==> config.mk <==
export PLATFORM = sky130hd
export DESIGN_NAME = board_uart_tx
export DESIGN_NICKNAME = d
export VERILOG_FILES = /design/src/rtl/board_uart_tx.sv
export SDC_FILE = /design/constraint.sdc
export NUM_CORES = 1
export LEC_CHECK = 0
export CAP_MARGIN = 20
export CORE_MARGIN = 2
export CORE_UTILIZATION = 50
export CTS_CLUSTER_SIZE = 28
export DETAILED_ROUTE_END_ITERATION = 6
export DONT_BUFFER_PORTS = 1
export PLACE_DENSITY_LB_ADDON = 0.05
export SLEW_MARGIN = 15
export SYNTH_ARGS = -nofsm -noshare
export SYNTH_HDL_FRONTEND = slang
export SYNTH_SLANG_ARGS = --single-unit
==> constraint.sdc <==
create_clock -name clk -period 4.57 [get_ports clk]
set_clock_uncertainty 0.1 [all_clocks]
set_input_delay 0.914 -clock clk [delete_from_list [all_inputs] [get_ports clk]]
set_output_delay 0.914 -clock clk [all_outputs]
set_load 0.05 [all_outputs]
==> src/rtl/board_uart_tx.sv <==
// rtl/board_uart_tx.sv - serialises a snapshot of a 3x3 game board as a 12-byte 8N1 UART frame
// Frame: nine cell characters, a winner character, then CR LF; tx is always a registered output.
module board_uart_tx #(
  parameter int CLKS_PER_BIT = 868
) (
  input  logic       clk,
  input  logic       reset,
  input  logic       start,
  input  logic [1:0] pos1,
  input  logic [1:0] pos2,
  input  logic [1:0] pos3,
  input  logic [1:0] pos4,
  input  logic [1:0] pos5,
  input  logic [1:0] pos6,
  input  logic [1:0] pos7,
  input  logic [1:0] pos8,
  input  logic [1:0] pos9,
  input  logic [1:0] winner,
  output logic       tx,
  output logic       busy,
  output logic       done
);

  localparam int BAUD_W = (CLKS_PER_BIT > 1) ? $clog2(CLKS_PER_BIT) : 1;
  localparam logic [BAUD_W-1:0] BAUD_LAST = BAUD_W'(CLKS_PER_BIT - 1);
  localparam logic [BAUD_W-1:0] BAUD_ONE  = BAUD_W'(1);
  localparam logic [3:0]        LAST_BYTE = 4'd11;

  typedef enum logic [1:0] {
    S_IDLE      = 2'd0,
    S_START_BIT = 2'd1,
    S_DATA_BITS = 2'd2,
    S_STOP_BIT  = 2'd3
  } state_t;

  state_t            state_q, state_d;
  logic              tx_q, tx_d;
  logic              busy_q, busy_d;
  logic              done_q, done_d;
  logic [3:0]        byte_idx_q, byte_idx_d;
  logic [2:0]        bit_cnt_q, bit_cnt_d;
  logic [BAUD_W-1:0] baud_q, baud_d;
  logic [19:0]       snap_q, snap_d;

  logic [19:0]       snap_in;
  logic [7:0]        cur_byte;
  logic              baud_wrap;

  function automatic logic [7:0] cell_char(input logic [1:0] c);
    case (c)
      2'b00:   cell_char = 8'h2E;
      2'b01:   cell_char = 8'h58;
      2'b10:   cell_char = 8'h4F;
      default: cell_char = 8'h3F;
    endcase
  endfunction

  function automatic logic [7:0] win_char(input logic [1:0] w);
    case (w)
      2'b00:   win_char = 8'h2D;
      2'b01:   win_char = 8'h31;
      2'b10:   win_char = 8'h32;
      default: win_char = 8'h44;
    endcase
  endfunction

  assign snap_in   = {winner, pos9, pos8, pos7, pos6, pos5, pos4, pos3, pos2, pos1};
  assign baud_wrap = (baud_q == BAUD_LAST);

  // Byte currently on the wire, looked up from the frozen snapshot.
  always_comb begin
    cur_byte = 8'h0A;
    case (byte_idx_q)
      4'd0:    cur_byte = cell_char(snap_q[1:0]);
      4'd1:    cur_byte = cell_char(snap_q[3:2]);
      4'd2:    cur_byte = cell_char(snap_q[5:4]);
      4'd3:    cur_byte = cell_char(snap_q[7:6]);
      4'd4:    cur_byte = cell_char(snap_q[9:8]);
      4'd5:    cur_byte = cell_char(snap_q[11:10]);
      4'd6:    cur_byte = cell_char(snap_q[13:12]);
      4'd7:    cur_byte = cell_char(snap_q[15:14]);
      4'd8:    cur_byte = cell_char(snap_q[17:16]);
      4'd9:    cur_byte = win_char(snap_q[19:18]);
      4'd10:   cur_byte = 8'h0D;
      default: cur_byte = 8'h0A;
    endcase
  end

  always_comb begin
    state_d    = state_q;
    tx_d       = tx_q;
    busy_d     = busy_q;
    done_d     = 1'b0;
    byte_idx_d = byte_idx_q;
    bit_cnt_d  = bit_cnt_q;
    baud_d     = baud_q;
    snap_d     = snap_q;

    case (state_q)
      S_IDLE: begin
        tx_d = 1'b1;
        if (start) begin
          state_d    = S_START_BIT;
          tx_d       = 1'b0;
          busy_d     = 1'b1;
          byte_idx_d = 4'd0;
          bit_cnt_d  = 3'd0;
          baud_d     = '0;
          snap_d     = snap_in;
        end
      end

      S_START_BIT: begin
        if (baud_wrap) begin
          baud_d    = '0;
          state_d   = S_DATA_BITS;
          bit_cnt_d = 3'd0;
          tx_d      = cur_byte[0];
        end else begin
          baud_d = baud_q + BAUD_ONE;
        end
      end

      S_DATA_BITS: begin
        if (baud_wrap) begin
          baud_d = '0;
          if (bit_cnt_q == 3'd7) begin
            state_d = S_STOP_BIT;
            tx_d    = 1'b1;
          end else begin
            bit_cnt_d = bit_cnt_q + 3'd1;
            tx_d      = cur_byte[bit_cnt_d];
          end
        end else begin
          baud_d = baud_q + BAUD_ONE;
        end
      end

      S_STOP_BIT: begin
        if (baud_wrap) begin
          baud_d = '0;
          if (byte_idx_q == LAST_BYTE) begin
            state_d = S_IDLE;
            tx_d    = 1'b1;
            busy_d  = 1'b0;
            done_d  = 1'b1;
          end else begin
            // Next start bit follows the stop bit with no idle gap.
            byte_idx_d = byte_idx_q + 4'd1;
            state_d    = S_START_BIT;
            tx_d       = 1'b0;
          end
        end else begin
          baud_d = baud_q + BAUD_ONE;
        end
      end

      default: begin
        state_d = S_IDLE;
        tx_d    = 1'b1;
        busy_d  = 1'b0;
      end
    endcase
  end

  always_ff @(posedge clk or negedge reset) begin
    if (!reset) begin
      state_q    <= S_IDLE;
      tx_q       <= 1'b1;
      busy_q     <= 1'b0;
      done_q     <= 1'b0;
      byte_idx_q <= 4'd0;
      bit_cnt_q  <= 3'd0;
      baud_q     <= '0;
      snap_q     <= 20'd0;
    end else begin
      state_q    <= state_d;
      tx_q       <= tx_d;
      busy_q     <= busy_d;
      done_q     <= done_d;
      byte_idx_q <= byte_idx_d;
      bit_cnt_q  <= bit_cnt_d;
      baud_q     <= baud_d;
      snap_q     <= snap_d;
    end
  end

  assign tx   = tx_q;
  assign busy = busy_q;
  assign done = done_q;

endmodule

==> flow_summary.yaml, run 1 <==
finish:
  syn2layout_area_growth_pct: 4.07
  nets: 413
  antenna_cells: 0
  drive_above_1_share_pct: 9.76
  final_cells: 415
yosys:
  ys_seq_area_share_pct: 32.6
  synthFlopType: "dfrtp_1"
  avgSynthCellArea_sq_um: 9.44
  ys_seq_elements: 42
  syn_nets: 418
  netlist_area_sq_mm: 0.00323
  synth-edff-count: 0
  synthArstFlopShare_pct: 100
  synth_warnings: 0
  syn_inst: 342
  yosysUniqueCellTypes: 56
timing:
  max_freq_ghz: 0.380
  max_slew.worst_pin.slew_ns: 0.616
  fin_crit_ns: 2.63
  post-route-period-util_pct: 57.5
  hold_ws_ns: 0.189
  rsz0062_at_grt: "no"
  fin_setup_tns_ns: 0
  drv_slew: 0
  hold_violations: 0
  slew_headroom_pct: 58.9
  setup_viol: 0
worst_setup_path:
  cp.required_ns: 4.70
  timing.rr.start: "byte_idx_q[1]$_DFFE_PN0P_"
  endpoint_kind: "flop"
  ff2ff_setup_slack_ns: 1.94
  max_stage_delay_ns: 0.45
  crit_fanout: 14
  critPathKind: "reg2reg"
  crit_slowest_cell: "or4b_1"
  reg2reg_depth: 8
  crit_top_cell: "inv_1"
  critical-path-top-delay-family: "compound AO/OA/AOI/OAI gates"
  crit_chain: "inv_1 > ha_1 > inv_1 > o221ai_1 > a221o_1 > a41o_1 > a32oi_1 > or4b_1"
  critPathLaunchType: "flop"
  arrival_ns: 2.76
  critical_path_buf_inv_count: 2
  r2r_end: "tx$_DFFE_PN1P_"
die:
  start_util_pct: 51.1
  die_h_um: 84.4
  io-pin-count: 26
  core_sq_mm: 0.00631
  rows: 29
  die-area_sq_mm: 0.00712
  die_x_um: 84.4
outcome:
  outcome: "finished, final reports clean"
pwr:
  net-switching-power_w: 0.000797
  vdd_ir_drop_max_v: 0.000266
  clockPowerShare_pct: 14.2
  p_int_w: 0.00107
  pwr-share-seq_pct: 35.9
  p_per_area_mw_per_mm2: 556
  leakagePower_nw: 1.56
  combPwrFrac_pct: 49.9
  power.share.switching_pct: 42.7
routing:
  vias: 2414
  wl_um: 7050
  ant_nets: 0
  wl_per_cell_um: 17.0
  dr.first_iter.drc_count: 190
  first_pass_iters: 7
  drc: 0
  viasPerCell: 5.82
min_path:
  hold_path_class: "in2async"
global_route:
  grt_max_degree: 43
  grt_pass1_wl_um: 11900
  grt_antenna_before_repair: 0
  grt.overflow.total: 0
  grt_usage_pct: 21.2
  grt_pass1_vias: 2270
clock_tree:
  postCtsSetupBuffers: 0
  cts_hold_buf: 0
  cts.clk_slew.worst_paths_ns: 0.09
  cts_resized: 0
  htree_levels: 2
  cts_tree: "done"
  clock_latency_ns: 0.30
  cts_made_buffers: 5
  clk_path_buf_depth: 2
  cts.sinks: 42
  cts_root_buf: "clkbuf_8"
placed_design:
  hpwlAfterDp_um: 5360
  place_congestion: 0.925
  portBuffers: 0
  dp_cells: 407
run:
  drv_cap: 0
[worst max-delay path by stage]
| stage | depth (start not counted) | slack, ns | start | endpoint |
|---|---|---|---|---|
| floorplan | 9 | 2.24 | byte_idx_q[0]$_DFFE_PN0P_ | tx$_DFFE_PN1P_ |
| global placement | 8 | 2.03 | byte_idx_q[1]$_DFFE_PN0P_ | tx$_DFFE_PN1P_ |
| detailed placement | 8 | 1.99 | byte_idx_q[1]$_DFFE_PN0P_ | tx$_DFFE_PN1P_ |
| CTS | 8 | 1.99 | byte_idx_q[0]$_DFFE_PN0P_ | tx$_DFFE_PN1P_ |
| global route | 8 | 1.77 | byte_idx_q[0]$_DFFE_PN0P_ | tx$_DFFE_PN1P_ |
| finish | 8 | 1.94 | byte_idx_q[1]$_DFFE_PN0P_ | tx$_DFFE_PN1P_ |
[Yosys cell counts (3+ instances only)]
cell | number | area, sq um
a21oi_1 | 10 | 50.1
a22o_1 | 6 | 52.6
a22oi_1 | 3 | 22.5
a311oi_1 | 4 | 35.0
a31oi_1 | 3 | 18.8
a32oi_1 | 3 | 26.3
and3_1 | 5 | 31.3
buf_2 | 3 | 15.0
clkbuf_1 | 6 | 22.5
dfrtp_1 | 41 | 1030
ha_1 | 53 | 663
inv_1 | 31 | 116
mux2_2 | 22 | 248
nand2_1 | 21 | 78.8
nand2b_1 | 9 | 56.3
nand3_1 | 5 | 25.0
nor2_1 | 20 | 75.1
nor2b_1 | 5 | 31.3
nor3_1 | 6 | 30.0
o211ai_1 | 3 | 22.5
o21ai_0 | 33 | 165
o22ai_1 | 3 | 18.8
o31ai_1 | 4 | 30.0
xnor2_1 | 3 | 26.3
[kinds of logic (layout without fill, tap and decap cells)]
kind of cell / Yosys count / after routing / share of synthesized area, %
xor gates and xnor gates: 5 / 5 / 1.36
muxes: 22 / 22 / 7.67
adders and majority gates: 53 / 53 / 20.5
and+or+nand+nor: 84 / 84 / 13.4
buffers and inverters: 46 / 42 / 5.93
AOI/OAI and AO/OA: 90 / 90 / 18.6
DFF: 42 / 42 / 32.6
[sequential cells by signal, indices dropped and copies added, names as in the netlist]
name	flops
baud_q	10
busy	1
state_q	2
bit_cnt_q	3
tx	1
byte_idx_q	4
done	1
snap_q	20
[power groups by stage]
stage / sequential [W] / combinational, W / clock [W]
final: 0.000671 / 0.000932 / 0.000265
after global routing: 0.000703 / 0.00106 / 0.000294
after CTS: 0.000673 / 0.000936 / 0.000275
after detailed placement: 0.000681 / 0.000926 / 0
after global placement: 0.000672 / 0.000926 / 0
after floorplan: 0.000636 / 0.000716 / 0
[stage by stage]
step | util, % | total power [W] | worst slack (ns) | area, sq um
2_1_floorplan | - | 0.00135 | 2.24 | 3230
3_3_place_gp | 51.7 | 0.00160 | 2.03 | 3270
3_5_place_dp | 51.7 | 0.00161 | 1.99 | 3270
4_1_cts | 53.2 | 0.00188 | 1.99 | 3360
5_1_grt | 53.2 | 0.00206 | 1.77 | 3360
6_report | 53.2 | 0.00187 | 1.94 | 3360
[final cells by class]
| cell class | instances | area [sq um] |
|---|---|---|
| multi-input combinational | 254 | 1990 |
| fill | 623 | 2950 |
| clock buffer | 7 | 86.3 |
| sequential | 42 | 1050 |
| tap | 77 | 96.3 |
| clock inverter | 1 | 8.76 |
| inverter | 33 | 124 |
| timing repair buffer | 1 | 7.51 |
[cell usage in the layout, fill, tap and decap left out, types with 2 or more instances in the layout]
| cell | n |
|---|---|
| a311oi_1 | 4 |
| a22o_1 | 6 |
| nand2b_1 | 9 |
| a211oi_1 | 2 |
| o211ai_1 | 3 |
| a32oi_1 | 3 |
| a21boi_0 | 2 |
| or2b_1 | 2 |
| inv_1 | 31 |
| nor3_1 | 6 |
| xnor2_1 | 3 |
| and3_1 | 5 |
| and2_1 | 2 |
| o22ai_1 | 3 |
| dfrtp_1 | 41 |
| clkinv_1 | 2 |
| clkbuf_8 | 6 |
| mux2_2 | 22 |
| ha_1 | 53 |
| o31ai_1 | 4 |
| nand2_1 | 21 |
| a22oi_1 | 3 |
| nor2_1 | 20 |
| xor2_1 | 2 |
| nand3_1 | 5 |
| nor2b_1 | 5 |
| a31oi_1 | 3 |
| a21oi_1 | 10 |
| o21ai_0 | 33 |
[per-layer routing]
layer | vias to the layer above | routed length (um) | global-route usage, %
li1 | 1194 | - | -
met1 | 1132 | 3660 | 33.5
met2 | 73 | 2930 | 29.9
met3 | 15 | 343 | 3.54
met4 | 0 | 116 | 5.19
met5 | - | 0 | 0
Note: power is estimated with default switching activity, not from simulation.
==> inputs of run 2 (changes only) <==
- clock period: 4.57 -> 2.35 ns (I/O delays scaled with it)
==> run 2 against run 1 <==
Utilization is 5.9 points higher. Critical path type unchanged. First-iteration DRC count down 46%. Via count increased by 6.8%. Highest routed layer unchanged. Largest cell class unchanged. The flow now finishes with violations (setup timing).
==> flow_summary.yaml, run 2 (synthesis results as in run 1) <==
worst_setup_path:
  crit_cells: 8
  critical_path_buf_inv_count: 1
  critical-path-top-delay-family: "compound AO/OA/AOI/OAI gates"
  cp.required_ns: 2.48
  crit_fanout: 2
  crit_chain: "inv_1 > ha_4 > a222oi_1 > nand2_1 > o211a_1 > o311a_1 > a32oi_1 > or4b_4"
  reg2reg_depth: 8
  critPathLaunchType: "flop"
  endpoint_kind: "flop"
  max_stage_delay_ns: 0.47
  arrival_ns: 2.57
  critPathKind: "reg2reg"
  crit_slowest_cell: "or4b_4"
outcome:
  violations: "setup timing"
  outcome: "finished with violations"
global_route:
  grt.overflow.total: 0
  grt_antenna_before_repair: 0
  grt_max_degree: 43
  grt_usage_pct: 22.2
  grt_pass1_vias: 2552
  grt_pass1_wl_um: 12500
finish:
  reg.largest.list: "snap_q: 20 flops, baud_q: 10 flops, byte_idx_q: 4 flops"
  regArea_sq_mm: 0.00105
  antenna_cells: 0
  top_register: "snap_q"
  syn2layout_area_growth_pct: 15.7
  nets: 449
  drive_above_1_share_pct: 22.2
  multi_input_area_sq_mm: 0.00206
  mostFrequentLayoutCells: "46 x ha_1, 40 x dfrtp_1, 34 x buf_4, 32 x o21ai_0, 28 x inv_1"
  final_common_cell: "ha_1"
  largest_register_ff_count: 20
  n_fill_cell: 571
clock_tree:
  cts.sinks: 42
  clk_path_buf_depth: 2
  cts.clk_slew.worst_paths_ns: 0.09
  cts_made_buffers: 5
  htree_levels: 2
  clock_latency_ns: 0.30
  cts_root_buf: "clkbuf_8"
  cts_tree: "done"
timing:
  fin_crit_ns: 2.44
  post-route-period-util_pct: 104
  slew_headroom_pct: 61.5
  drv_slew: 0
  rsz0062_at_grt: "yes"
  max_slew.worst_pin.slew_ns: 0.576
  setup_viol: 1
  hold_violations: 0
  fin_setup_tns_ns: -0.0886
  layout_setup_ws_ns: -0.0886
  max_freq_ghz: 0.410
pwr:
  p_per_area_mw_per_mm2: 1040
  vdd_ir_drop_max_v: 0.000592
  leakagePower_nw: 1.74
die:
  die_x_um: 84.4
  core_sq_mm: 0.00631
  start_util_pct: 51.1
  io-pin-count: 26
  rows: 29
  die-area_sq_mm: 0.00712
  die_h_um: 84.4
placed_design:
  place_ws_ns: -0.119
  place_congestion: 0.950
  hpwlAfterDp_um: 5760
  portBuffers: 0
run:
  drv_cap: 0
routing:
  wl_um: 7500
  ant_nets: 0
  vias: 2578
  dr.first_iter.drc_count: 102
  first_pass_iters: 4
  drc: 0
  wl_per_cell_um: 16.6
  viasPerCell: 5.72
min_path:
  hold_path_class: "in2reg"
  hold_depth: 1
-- run 2: cell count changes in the layout (fill, tap and decap cells not counted), moves of 2 or more --
cell / change
ha_4: +5
ha_1: -7
buf_4: +33
inv_2: +3
inv_1: -3
ha_2: +2
-- run 2: layout make-up --
| cell class | count | share of cell area, % |
|---|---|---|
| Multi-Input combinational cell | 254 | 55.2 |
| Sequential cell | 42 | 28.2 |
| Timing Repair Buffer | 37 | 8.14 |
| Inverter | 33 | 3.32 |
| Tap cell | 77 | 2.58 |
| Clock buffer | 6 | 2.21 |
| Clock inverter | 2 | 0.335 |
-- run 2: path summary, 6_finish.rpt --
path | from | to | slack [ns]
min in group asynchronous | reset | bit_cnt_q[0]$_DFFE_PN0P_ | 0.62
max in group asynchronous | reset | tx$_DFFE_PN1P_ | 1.29
setup reg to reg | snap_q[0]$_DFFE_PN0P_ | tx$_DFFE_PN1P_ | -0.09
hold reg to reg | baud_q[5]$_DFFE_PN0P_ | baud_q[5]$_DFFE_PN0P_ | 0.41
setup / recovery | snap_q[0]$_DFFE_PN0P_ | tx$_DFFE_PN1P_ | -0.09
hold / removal | winner[0] | snap_q[18]$_DFFE_PN0P_ | 0.21
-- run 2: through the flow --
stage	cells	util (%)	hold slack [ns]	cell area [sq um]	total power, W
floorplan	342	-	0.0744	3230	0.00263
global placement	438	55.4	0.0753	3500	0.00324
detailed placement	438	55.4	0.0753	3500	0.00328
CTS	449	57.9	0.198	3660	0.00383
global route	451	59.2	0.195	3740	0.00428
finish	451	59.2	0.208	3740	0.00390
-- run 2: metal layers --
layer  part of all wire (%)  GRT usage [%]  routed length, um
met4                    1.3           5.92                100
met5                      0              0                  0
met3                    4.8           3.74                359
met2                     44           34.4               3280
met1                     50           32.3               3760
-- run 2: worst reg2reg max path: stages, from the launching register on --
cell and delay, ns:
dfrtp_1 0.38, inv_1 0.10, ha_4 0.22, a222oi_1 0.43, nand2_1 0.10, o211a_1 0.15, o311a_1 0.28, a32oi_1 0.16
or4b_4 0.47
-- run 2: what timing repair did --
item                                    CTS  global route
hold endpoints to repair                 42             0
setup buffers                             1             2
cloned                                    0             0
hold buffers                              2             0
endpoints found under the setup margin    1             3
resized for setup                         6            13
pin swaps                                 6             7
-- run 2: where the power goes --
| group | switching [W] | total, W | internal (W) |
|---|---|---|---|
| Clock | 0.000269 | 0.000506 | 0.000236 |
| Combinational | 0.00109 | 0.00214 | 0.00105 |
| Sequential | 0.000270 | 0.00125 | 0.000982 |
==> inputs of run 3 (changes only) <==
- DONT_BUFFER_PORTS: 1 -> default
- SKIP_CTS_REPAIR_TIMING: default -> 1
==> run 3 against run 2 <==
The flow still finishes with violations (setup timing). Global-route usage rose by 0.23 points. Die area unchanged. Sequential power about the same. Utilization rose by 3.1 points. Clock power rose by 19%. Critical path depth grew 1.
==> flow_summary.yaml, run 3 (synthesis results as in run 1) <==
finish:
  antenna_cells: 0
  nets: 474
  drive_above_1_share_pct: 19.0
  syn2layout_area_growth_pct: 21.8
  top_register: "snap_q"
  reg.largest.list: "snap_q: 20 flops, baud_q: 10 flops, byte_idx_q: 4 flops"
  mostFrequentLayoutCells: "51 x ha_1, 40 x dfrtp_1, 36 x buf_4, 32 x o21ai_0, 29 x inv_1"
  final_cells: 476
  final_common_cell: "ha_1"
  largest_register_ff_count: 20
  stdcell_area_sq_mm: 0.00393
worst_setup_path:
  critical_path_buf_inv_count: 3
  crit_fanout: 4
  ff2ff_setup_slack_ns: -0.05
  reg2reg_depth: 9
  endpoint_kind: "flop"
  max_stage_delay_ns: 0.44
  critical-path-top-delay-family: "compound AO/OA/AOI/OAI gates"
  critPathKind: "reg2reg"
  r2r_end: "tx$_DFFE_PN1P_"
  crit_chain: "inv_2 > ha_1 > inv_1 > buf_4 > o311ai_0 > a31oi_1 > nand3b_1 > a32oi_1 > or4b_1"
  cp.required_ns: 2.48
  timing.rr.start: "byte_idx_q[1]$_DFFE_PN0P_"
  arrival_ns: 2.54
  crit_slowest_cell: "or4b_1"
  critPathLaunchType: "flop"
timing:
  max_slew.worst_pin.slew_ns: 0.583
  fin_crit_ns: 2.40
  post-route-period-util_pct: 102
  setup_viol: 1
  rsz0062_at_grt: "yes"
  max_freq_ghz: 0.416
  drv_slew: 0
  layout_setup_ws_ns: -0.0540
  hold_ws_ns: 0.0325
  slew_headroom_pct: 61.1
  hold_violations: 0
global_route:
  grt_max_degree: 23
  grt_antenna_before_repair: 0
  grt.overflow.total: 0
  grt_pass1_wl_um: 12800
  grt_usage_pct: 22.4
  grt_pass1_vias: 2651
die:
  die_h_um: 84.4
  io-pin-count: 26
  die-area_sq_mm: 0.00712
  rows: 29
  die_x_um: 84.4
  start_util_pct: 51.1
  core_sq_mm: 0.00631
clock_tree:
  clock_latency_ns: 0.31
  clk_path_buf_depth: 2
  cts.clk_slew.worst_paths_ns: 0.09
  htree_levels: 2
  cts_root_buf: "clkbuf_8"
  cts_tree: "done"
  cts.sinks: 42
  cts_made_buffers: 5
pwr:
  clockPowerShare_pct: 15.1
  p_int_w: 0.00235
  combPwrFrac_pct: 54.2
  power.share.switching_pct: 40.9
  leakagePower_nw: 1.85
  vdd_ir_drop_max_v: 0.000683
  design_power_total_w: 0.00398
  pwr-share-seq_pct: 30.7
  p_per_area_mw_per_mm2: 1010
  net-switching-power_w: 0.00163
routing:
  highest_layer: "met4"
  vias: 2708
  ant_nets: 0
  met3WireLength_um: 360
  first_pass_iters: 7
  dr.first_iter.drc_count: 130
  drc: 0
  wl_per_cell_um: 16.0
  dr_wl_met2_um: 3400
  wl_met1_um: 3720
  wl_um: 7630
  viasPerCell: 5.69
placed_design:
  postPlaceCellArea_sq_mm: 0.00378
  place_ws_ns: -0.114
  dp_cells: 466
  place_congestion: 0.925
  portBuffers: 25
  hpwlAfterDp_um: 6040
min_path:
  hold_path_class: "in2async"
outcome:
  outcome: "finished with violations"
  violations: "setup timing"
run:
  drv_cap: 0
run 3: how the worst max path moves through the flow:
stage	cells after the start	endpoint	from
after floorplan	9	tx$_DFFE_PN1P_	byte_idx_q[0]$_DFFE_PN0P_
after global placement	8	tx$_DFFE_PN1P_	byte_idx_q[0]$_DFFE_PN0P_
final	9	tx$_DFFE_PN1P_	byte_idx_q[1]$_DFFE_PN0P_
after global routing	8	tx$_DFFE_PN1P_	snap_q[4]$_DFFE_PN0P_
after detailed placement	8	tx$_DFFE_PN1P_	byte_idx_q[0]$_DFFE_PN0P_
after CTS	8	tx$_DFFE_PN1P_	byte_idx_q[0]$_DFFE_PN0P_
run 3: per-layer routing:
metal	vias up	track usage [%]
li1	1326	-
met1	1288	32.8
met2	74	34.3
met3	20	3.83
met4	0	6.20
met5	-	0
run 3: area by class of cell:
| type | instances | area (sq um) |
|---|---|---|
| Sequential cell | 42 | 1050 |
| Fill cell | 564 | 2380 |
| Inverter | 33 | 124 |
| Timing Repair Buffer | 62 | 536 |
| Multi-Input combinational cell | 254 | 2010 |
| Tap cell | 77 | 96.3 |
| Clock buffer | 5 | 68.8 |
| Clock inverter | 3 | 43.8 |
run 3: worst reg2reg max path, stage by stage, from the launching register on:
cell,delay [ns]
dfrtp_2,0.43
inv_2,0.07
ha_1,0.23
inv_1,0.10
buf_4,0.12
o311ai_0,0.18
a31oi_1,0.35
nand3b_1,0.11
a32oi_1,0.19
or4b_1,0.44
run 3: power by group through the flow:
stage | clock network, W | logic (W) | registers (W)
floorplan | 0 | 0.00139 | 0.00124
global placement | 0 | 0.00208 | 0.00122
detailed placement | 0 | 0.00212 | 0.00124
CTS | 0.000610 | 0.00214 | 0.00122
global route | 0.000637 | 0.00243 | 0.00127
finish | 0.000602 | 0.00215 | 0.00122
run 3: stage by stage:
| step | setup TNS [ns] | utilization (%) |
|---|---|---|
| CTS | -0.140 | 61.6 |
| global route | -0.226 | 62.3 |
| global placement | -0.0864 | 59.8 |
| floorplan | 0 | - |
| finish | -0.0540 | 62.3 |
| detailed placement | -0.114 | 59.8 |
